<file path="src/rtl/frame_fill_ctrl.sv">
`default_nettype none
// ============================================================================
//  Module   : frame_fill_ctrl
//  Purpose  : Frame-level sequencer for the DVP video path. Crops lines past
//             V_DISP, pads short frames with fill lines, and flags overruns.
//             Define FRAME_FILL_DEBUG_COLOR_EN to paint fill lines magenta.
//  Revision : 1.0  initial release
// ============================================================================
module frame_fill_ctrl #(
    parameter logic [11:0] H_DISP = 12'd1280,
    parameter logic [11:0] V_DISP = 12'd720,
    parameter logic [11:0] H_GAP  = 12'd16
) (
    input  logic        clk,
    input  logic        rst_n,
    input  logic        vsync_i,
    input  logic [23:0] data_i,
    input  logic        dataValid_i,
    output logic [23:0] data_o,
    output logic        dataValid_o,
    output logic        eof_o,
    output logic        overrun_o,
    output logic        ovr_sticky_o,
    output logic        busy_o,
    output logic [11:0] line_cnt_o
);

`ifdef FRAME_FILL_DEBUG_COLOR_EN
    localparam logic [23:0] C_FILL = 24'hFF00FF;
`else
    localparam logic [23:0] C_FILL = 24'h000000;
`endif

    typedef enum logic [1:0] {
        ST_IDLE      = 2'd0,
        ST_PASS      = 2'd1,
        ST_FILL_LINE = 2'd2,
        ST_FILL_GAP  = 2'd3
    } state_t;

    state_t      state_q, state_d;
    logic        vs_q, dv_q;
    logic [11:0] px_cnt_q, px_cnt_d;
    logic [11:0] line_cnt_q, line_cnt_d;
    logic [11:0] fill_rem_q, fill_rem_d;
    logic [11:0] pxf_cnt_q, pxf_cnt_d;
    logic [11:0] gap_cnt_q, gap_cnt_d;
    logic [23:0] data_q, data_d;
    logic        dvo_q, dvo_d;
    logic        eof_q, eof_d;
    logic        ovr_q, ovr_d;
    logic        sticky_q, sticky_d;
    logic        busy_q, busy_d;

    logic        w_vs_rise;
    logic        w_line_end;
    logic        w_px_ok;
    logic        w_filling;
    logic        w_abort;
    logic [12:0] w_eff_sum;
    logic [11:0] w_eff;

    assign w_vs_rise  = vsync_i & ~vs_q;
    assign w_line_end = dv_q & ~dataValid_i;
    assign w_px_ok    = (px_cnt_q < H_DISP);
    assign w_filling  = (state_q == ST_FILL_LINE) || (state_q == ST_FILL_GAP);
    assign w_abort    = w_filling && (dataValid_i || w_vs_rise);

    // A line still active (or ending) at vsync counts as complete, exactly once.
    assign w_eff_sum  = {1'b0, line_cnt_q} + {12'd0, dv_q};
    assign w_eff      = (w_eff_sum >= {1'b0, V_DISP}) ? V_DISP : w_eff_sum[11:0];

    always_comb begin
        px_cnt_d = px_cnt_q;
        if (dataValid_i) begin
            if (px_cnt_q != 12'hFFF) begin
                px_cnt_d = px_cnt_q + 12'd1;
            end
        end else if (w_line_end) begin
            px_cnt_d = 12'd0;
        end
    end

    always_comb begin
        state_d    = state_q;
        line_cnt_d = line_cnt_q;
        fill_rem_d = fill_rem_q;
        pxf_cnt_d  = pxf_cnt_q;
        gap_cnt_d  = gap_cnt_q;
        data_d     = 24'd0;
        dvo_d      = 1'b0;
        eof_d      = 1'b0;
        ovr_d      = 1'b0;
        sticky_d   = sticky_q;
        busy_d     = 1'b0;

        case (state_q)
            ST_IDLE: begin
                if (w_vs_rise) begin
                    state_d    = ST_PASS;
                    line_cnt_d = 12'd0;
                end
            end

            ST_PASS: begin
                dvo_d  = dataValid_i && (line_cnt_q < V_DISP) && w_px_ok;
                data_d = dvo_d ? data_i : 24'd0;
                if (w_vs_rise) begin
                    if (w_eff == V_DISP) begin
                        eof_d      = 1'b1;
                        line_cnt_d = 12'd0;
                    end else begin
                        line_cnt_d = w_eff;
                        fill_rem_d = V_DISP - w_eff;
                        pxf_cnt_d  = 12'd0;
                        state_d    = ST_FILL_LINE;
                    end
                end else if (w_line_end && (line_cnt_q < V_DISP)) begin
                    line_cnt_d = line_cnt_q + 12'd1;
                end
            end

            ST_FILL_LINE: begin
                dvo_d  = 1'b1;
                data_d = C_FILL;
                if (pxf_cnt_q == H_DISP - 12'd1) begin
                    line_cnt_d = line_cnt_q + 12'd1;
                    fill_rem_d = fill_rem_q - 12'd1;
                    gap_cnt_d  = 12'd0;
                    state_d    = ST_FILL_GAP;
                end else begin
                    pxf_cnt_d = pxf_cnt_q + 12'd1;
                end
            end

            ST_FILL_GAP: begin
                if (gap_cnt_q == H_GAP - 12'd1) begin
                    if (fill_rem_q != 12'd0) begin
                        pxf_cnt_d = 12'd0;
                        state_d   = ST_FILL_LINE;
                    end else begin
                        eof_d      = 1'b1;
                        line_cnt_d = 12'd0;
                        state_d    = ST_PASS;
                    end
                end else begin
                    gap_cnt_d = gap_cnt_q + 12'd1;
                end
            end

            default: begin
                state_d = ST_IDLE;
            end
        endcase

        // Input activity during a fill wins over any fill progress this cycle;
        // the colliding pixel opens the next frame at line 0.
        if (w_abort) begin
            state_d    = ST_PASS;
            line_cnt_d = 12'd0;
            eof_d      = 1'b1;
            ovr_d      = 1'b1;
            sticky_d   = 1'b1;
            dvo_d      = dataValid_i && w_px_ok;
            data_d     = dvo_d ? data_i : 24'd0;
        end

        busy_d = (state_d == ST_FILL_LINE) || (state_d == ST_FILL_GAP);
    end

    always_ff @(posedge clk or negedge rst_n) begin
        if (!rst_n) begin
            state_q    <= ST_IDLE;
            vs_q       <= 1'b0;
            dv_q       <= 1'b0;
            px_cnt_q   <= 12'd0;
            line_cnt_q <= 12'd0;
            fill_rem_q <= 12'd0;
            pxf_cnt_q  <= 12'd0;
            gap_cnt_q  <= 12'd0;
            data_q     <= 24'd0;
            dvo_q      <= 1'b0;
            eof_q      <= 1'b0;
            ovr_q      <= 1'b0;
            sticky_q   <= 1'b0;
            busy_q     <= 1'b0;
        end else begin
            state_q    <= state_d;
            vs_q       <= vsync_i;
            dv_q       <= dataValid_i;
            px_cnt_q   <= px_cnt_d;
            line_cnt_q <= line_cnt_d;
            fill_rem_q <= fill_rem_d;
            pxf_cnt_q  <= pxf_cnt_d;
            gap_cnt_q  <= gap_cnt_d;
            data_q     <= data_d;
            dvo_q      <= dvo_d;
            eof_q      <= eof_d;
            ovr_q      <= ovr_d;
            sticky_q   <= sticky_d;
            busy_q     <= busy_d;
        end
    end

    assign data_o       = data_q;
    assign dataValid_o  = dvo_q;
    assign eof_o        = eof_q;
    assign overrun_o    = ovr_q;
    assign ovr_sticky_o = sticky_q;
    assign busy_o       = busy_q;
    assign line_cnt_o   = line_cnt_q;

endmodule
`default_nettype wire

</file>
<file path="config.mk">
export PLATFORM = sky130hd
export DESIGN_NAME = frame_fill_ctrl
export DESIGN_NICKNAME = d
export VERILOG_FILES = /design/src/rtl/frame_fill_ctrl.sv
export SDC_FILE = /design/constraint.sdc
export NUM_CORES = 1
export LEC_CHECK = 0
export CORE_MARGIN = 1
export CORE_UTILIZATION = 54
export CTS_CLUSTER_SIZE = 25
export DETAILED_ROUTE_END_ITERATION = 12
export PLACE_DENSITY = 0.78
export SLEW_MARGIN = 20
export SYNTH_ARGS = -nofsm -noshare
export SYNTH_HDL_FRONTEND = slang
export SYNTH_SLANG_ARGS = --single-unit
</file>
<file path="constraint.sdc">
create_clock -name clk -period 4.6 [get_ports clk]
set_input_delay 1.15 -clock clk [delete_from_list [all_inputs] [get_ports clk]]
set_output_delay 1.15 -clock clk [all_outputs]
set_load 0.005 [all_outputs]
</file>
* Word level (Yosys, flattened, before mapping)
Index checks and enable logic that the tools add are counted.
** Operators by class
- Reduce and logical (&&, ||, !) cells :: 19
- Eq/ne operators :: 22
- Shift-type cells :: 0
- Multiply operators :: 0
- Divide/modulo/power cells :: 0
- Order comparisons :: 3
- $add $sub $neg :: 7
- Muxes and demuxes :: 47
- Bitwise logic cells :: 4
** Operator list (number)
- two-way mux 12 bit :: 22
- two-way mux 24 bit :: 4
- adder 12 x 1 -> 12 bit, second input constant :: 4
- case mux 12 bit (2 select lines) :: 2
- case mux 12 bit (4 select lines) :: 1
- case mux 12 bit (3 select lines) :: 1
- two-way mux 2 bit :: 7
- adder 12 x 1 -> 13 bit :: 1
- greater-or-equal comparator 13 x 10 -> 1 bit, second input constant :: 1
- equality test 12 x 10 -> 1 bit, second input constant :: 1
- equality test 12 x 11 -> 1 bit, second input constant :: 1
- equality test 12 x 4 -> 1 bit, second input constant :: 1
- < comparator 12 x 10 -> 1 bit, second input constant :: 1
- < comparator 12 x 11 -> 1 bit, second input constant :: 1
- != test 12 bit, second input constant :: 1
- nonzero test 12 bit :: 1
- subtractor 10 x 12 -> 12 bit, first input constant :: 1
- subtractor 12 x 1 -> 12 bit, second input constant :: 1
- equality test 2 bit, second input constant :: 4
- != test 2 x 1 -> 1 bit, second input constant :: 4
- != test 2 bit, second input constant :: 4
- case mux 2 bit (4 select lines) :: 1
- two-way mux 1 bit :: 7
- != test 3 x 2 -> 1 bit, second input constant :: 2
- other kinds (16) :: 28
** Word-level totals
- Memory bits (read-only) :: 0
- Bits in registers :: 93
- Bits in latches :: 0
- Memories kept :: 0
- Logic and storage cells :: 116
- Memory bits (writable) :: 0
- Output and inout port bits :: 41

* Depth between registers and ports, before layout
- Word-level depth :: 10
- Depth in mapped cells :: 19

* Worst setup path before layout
OpenSTA, ideal clock, no wires.
- Path kind :: register -> register
- From :: register line_cnt_q[0] (netlist: line_cnt_o[0])
- To :: register line_cnt_q[3] (netlist: line_cnt_o[3])
- Cell stages (with the launch flop) :: 18
- Slack :: 0.466 ns
- Data required time :: 4.496 ns
- Arrival :: 4.030 ns
- Period minus slack after synthesis :: 4.134 ns
- Library setup time :: 0.104 ns
- Cells stage by stage :: dfrtp_1 ha_1 ha_1 nand3_4 o31a_1 or2_1 clkbuf_1 o31a_1 nor2_1 clkbuf_1 nand2_1 ha_1 clkbuf_1 o311a_1 o21ai_2 nand4_4 or4_1 o311ai_1
** On the way
- Longest elaborated chain between the ends :: 8
- Elaborated cells on any way between the ends :: 15
- Those cells by class :: 2 x add/sub; 2 x order compare; 2 x eq/ne; 7 x mux; 2 x reduce/logical
** RTL lines
- from (decl) :: RTL line 44 : logic [11:0] line_cnt_q, line_cnt_d;
- from (signal assigned) :: RTL line 192 : line_cnt_q <= line_cnt_d;
- adder 12 x 1 -> 13 bit :: RTL line 70 : assign w_eff_sum = {1'b0, line_cnt_q} + {12'd0, dv_q};
- greater-or-equal comparator 13 x 10 -> 1 bit :: RTL line 71 : assign w_eff = (w_eff_sum >= {1'b0, V_DISP}) ? V_DISP : w_eff_sum[11:0];
- two-way mux 12 bit :: RTL line 71
- equality test 12 x 10 -> 1 bit :: RTL line 109 : if (w_eff == V_DISP) begin
- two-way mux 12 bit :: RTL line 109
- two-way mux 12 bit :: RTL line 108 : if (w_vs_rise) begin
- case mux 12 bit (4 select lines) :: RTL line 97 : case (state_q)
- two-way mux 12 bit :: RTL line 158 : if (w_abort) begin
Several ways; a longest one is shown, not always the timed one. The select of a mux whose other input is x is not followed.
A chain may end at the register's enable or synchronous reset.

* Final worst setup path
- From :: register line_cnt_q[0] (netlist: line_cnt_o[0])
- To :: register pxf_cnt_q[7]
** On the way
- Longest elaborated chain between the ends :: 6
** RTL lines
- adder 12 x 1 -> 13 bit (*) :: RTL line 70
- greater-or-equal comparator 13 x 10 -> 1 bit :: RTL line 71
- two-way mux 12 bit (*) :: RTL line 71
- equality test 12 x 10 -> 1 bit (*) :: RTL line 109
- != test 2 bit (no source line) (*)
- AND reduction 6 bit (no source line) (*)
- to (signal assigned) :: RTL line 194 : pxf_cnt_q <= pxf_cnt_d;
- to (decl) :: RTL line 46 : logic [11:0] pxf_cnt_q, pxf_cnt_d;
Mark *: on every way between the ends. The rest lies on a longest branch, timed or not.

==> results.ini <==
[worst_hold_path]
hp-class = reg2reg
worstHoldStart = ovr_sticky_o

[logic_synthesis]
synth-seq-area-share = 0.425
synthFlopType = dfrtp_1
synth_top_area_share = 0.425
yosysWarnings = 0
synth.area.top_cells = dfrtp_1 43%, nand2_1 4.4%, nor2_1 3.8%, and2_1 3.3%, o21ai_0 3.3%
ys_ff_latch = 93
synth_top_cell_by_area = dfrtp_1
synth_area_um2 = 5470
avgSynthCellArea_um2 = 8.93
synth_edf_count = 0
synth_commonest_cells = 93 x dfrtp_1, 64 x nand2_1, 56 x nor2_1
ys_types = 78
synthArstFlopShare = 1.00
synth_cells = 613
yosysMostFrequentCell = dfrtp_1
synth_nets = 654

[timing]
hold_violations = 0
finalSetupViolations = 0
whs_ps = 490
period_share = 0.929
fin_ws_ps = 325
post-route-min-period_ps = 4280
rsz0062_at_grt = no
fin_skew_ps = 15.9
worst_slew_pin_slew_ps = 729
max_freq_mhz = 234
slew_viol_final = 0
slew_headroom = 0.514
tns_ps = 0

[clock_network]
cts_root_buf = clkbuf_8
clkLatencyLatePin_ps = 380
ctsLongestPathBuffers = 2
h-tree-depth = 3
cts_made_buffers = 9
cts_tree = done
clkSlewWorstSetupHoldPaths_ps = 90
numClockSinks = 93

[layout]
finalNetCount = 715
diodes = 0
final_core_util = 0.664
area_growth_pct = 19.2
drive_gt1_frac = 0.0839

[global_routing]
grt_max_degree = 79
antenna_found_initial = 0
grt_pass1_wl_mm = 21.9
grt_usage = 0.269
grt-ovfl-total = 0
grt_pass1_vias = 4649

[pwr]
vdd_drop_max_mv = 0.281
power_density_nw_per_um2 = 435
combPwrFrac = 0.410
intPower_mw = 1.77
netSwitchingFraction = 0.378
switchingPower_mw = 1.07
clock_power_share = 0.216
p_leak_nw = 2.75
seq_power_share = 0.374

[detailed_routing]
vias_per_cell = 6.06
first_iter_violations = 280
antenna_left = 0
dr.pass1.iters = 6
drc = 0
routed_wl_mm = 13.1
wl_per_cell_um = 16.1
vias = 4921

[worst_setup_path]
crit_top_cell = ha_1
crit_type = reg2reg
cp-startpoint = line_cnt_o[0]
slowest_delay_ps = 500
arrival_ps = 4580
cp_slowest_cell = or4_1
critPathMaxFanout = 16
end_kind = flop
r2r_start = line_cnt_o[0]
critPathTopFamily = simple AND/OR/NAND/NOR gates
worst-path-buf-inv = 0
cp-start-kind = flop
crit_chain = ha_1 > ha_1 > nand3_4 > o31a_1 > or2_1 > o31a_1 > nor2_1 > nand2_1 > ha_1 > o311a_1 > o211ai_2 > nand2_1 > or4_1 > nand3_1
critPathRequiredTime_ps = 4910

[place]
gp_congestion = 0.943
pre_cts_ws_ps = 190
port_buffers = 68
dp_hpwl_mm = 9.29

[floorplanning]
io_pins = 69
rows = 36
die_area_um2 = 10500
die_width_um = 103
die_h_um = 103
core_um2 = 9820
initial_core_util = 0.557

[flow_run]
cap_violations = 0

[run_status]
outcome = finished clean

==> flip-flops by register name, summed over array words and instances, names as in the netlist, 2 cells and up <==
name / count
px_cnt_q: 12
state_q: 2
fill_rem_q: 12
pxf_cnt_q: 12
gap_cnt_q: 12
data_o: 24
line_cnt_o: 12
==> metrics by stage <==
stage               power, mW  cells  area [µm²]
global placement         2.16    794        6280
detailed placement       2.20    794        6280
finish                   2.84    812        6520
floorplan                1.80    613        5470
CTS                      2.82    810        6500
global route             3.02    812        6520
==> layer usage <==
layer,routed length [µm],track usage,share of wire,vias up
met2,6170,0.420,0.47,197
li1,-,-,-,2338
met3,1080,0.0861,0.083,23
met4,226,0.104,0.017,0
met5,0,0,0,-
met1,5610,0.348,0.43,2363
==> cells in the final DEF (no fill, tap or decap), types with 3 or more instances in the layout <==
master / instances
or2_2: 4
xor2_1: 16
xnor2_1: 13
a31o_2: 3
a31oi_1: 8
o21ai_0: 36
dfrtp_1: 93
or3_1: 4
o31a_1: 3
nor4_1: 12
nand4_1: 6
ha_1: 13
nand3b_1: 5
or4_1: 7
nand2_1: 64
a21oi_1: 24
o311ai_0: 3
clkdlybuf4s50_1: 67
buf_4: 16
nand3_1: 32
nor2b_1: 6
nor3_1: 12
and2_1: 29
and3_1: 14
a21o_1: 4
mux2i_1: 3
o21ai_1: 7
inv_1: 15
o31ai_1: 3
a22o_1: 3
nor2_1: 55
clkbuf_8: 9
nand2b_1: 10
o221ai_1: 10
nand4b_1: 3
and4_1: 3
==> worst reg2reg max path, stage by stage, from the launching register on <==
cell	delay, ps
dfrtp_1	470
ha_1	280
ha_1	240
nand3_4	150
o31a_1	340
or2_1	310
o31a_1	410
nor2_1	280
nand2_1	160
ha_1	270
o311a_1	170
o211ai_2	220
nand2_1	320
or4_1	500
nand3_1	90
==> cells by family after synthesis <==
| kind of cell | count (synthesis) | synth area share |
|---|---|---|
| AND/OR/NAND/NOR | 280 | 0.272 |
| flip-flops | 93 | 0.425 |
| buffers and inverters | 50 | 0.0361 |
| adder cells (fa/ha/maj) | 13 | 0.0297 |
| multiplexers | 4 | 0.00754 |
| AO/OA/AOI/OAI | 144 | 0.183 |
| XOR/XNOR | 29 | 0.0464 |
==> worst paths after layout <==
kind                            depth (start not counted)             to  slack [ps]
worst max-delay path                                   14   pxf_cnt_q[7]         320
worst min-delay path                                    1   ovr_sticky_o         490
worst max register to register                         14   pxf_cnt_q[7]         320
worst min register to register                          1   ovr_sticky_o         490
max in group asynchronous                               2   gap_cnt_q[8]        3090
min in group asynchronous                               1  line_cnt_o[1]         760
==> cell type report <==
cell class | count | area [µm²]
Inverter | 16 | 60.1
Timing Repair Buffer | 84 | 802
Sequential cell | 93 | 2330
Fill cell | 835 | 3300
Clock buffer | 11 | 131
Multi-Input combinational cell | 470 | 2950
Tap cell | 133 | 166
Clock inverter | 5 | 83.8
==> repair_timing <==
item                       CTS  global route
setup endpoints to repair    0             8
hold buffers                 0             0
buffers inserted             0             2
gates resized for setup      0             0
==> power by group through the flow <==
stage	Combinational [mW]	Sequential (mW)	Clock, mW
global route	1.28	1.08	0.655
detailed placement	1.13	1.08	0
finish	1.16	1.06	0.613
global placement	1.09	1.07	0
CTS	1.14	1.06	0.621
floorplan	0.737	1.06	0
Note: power is estimated with default switching activity, not from simulation.
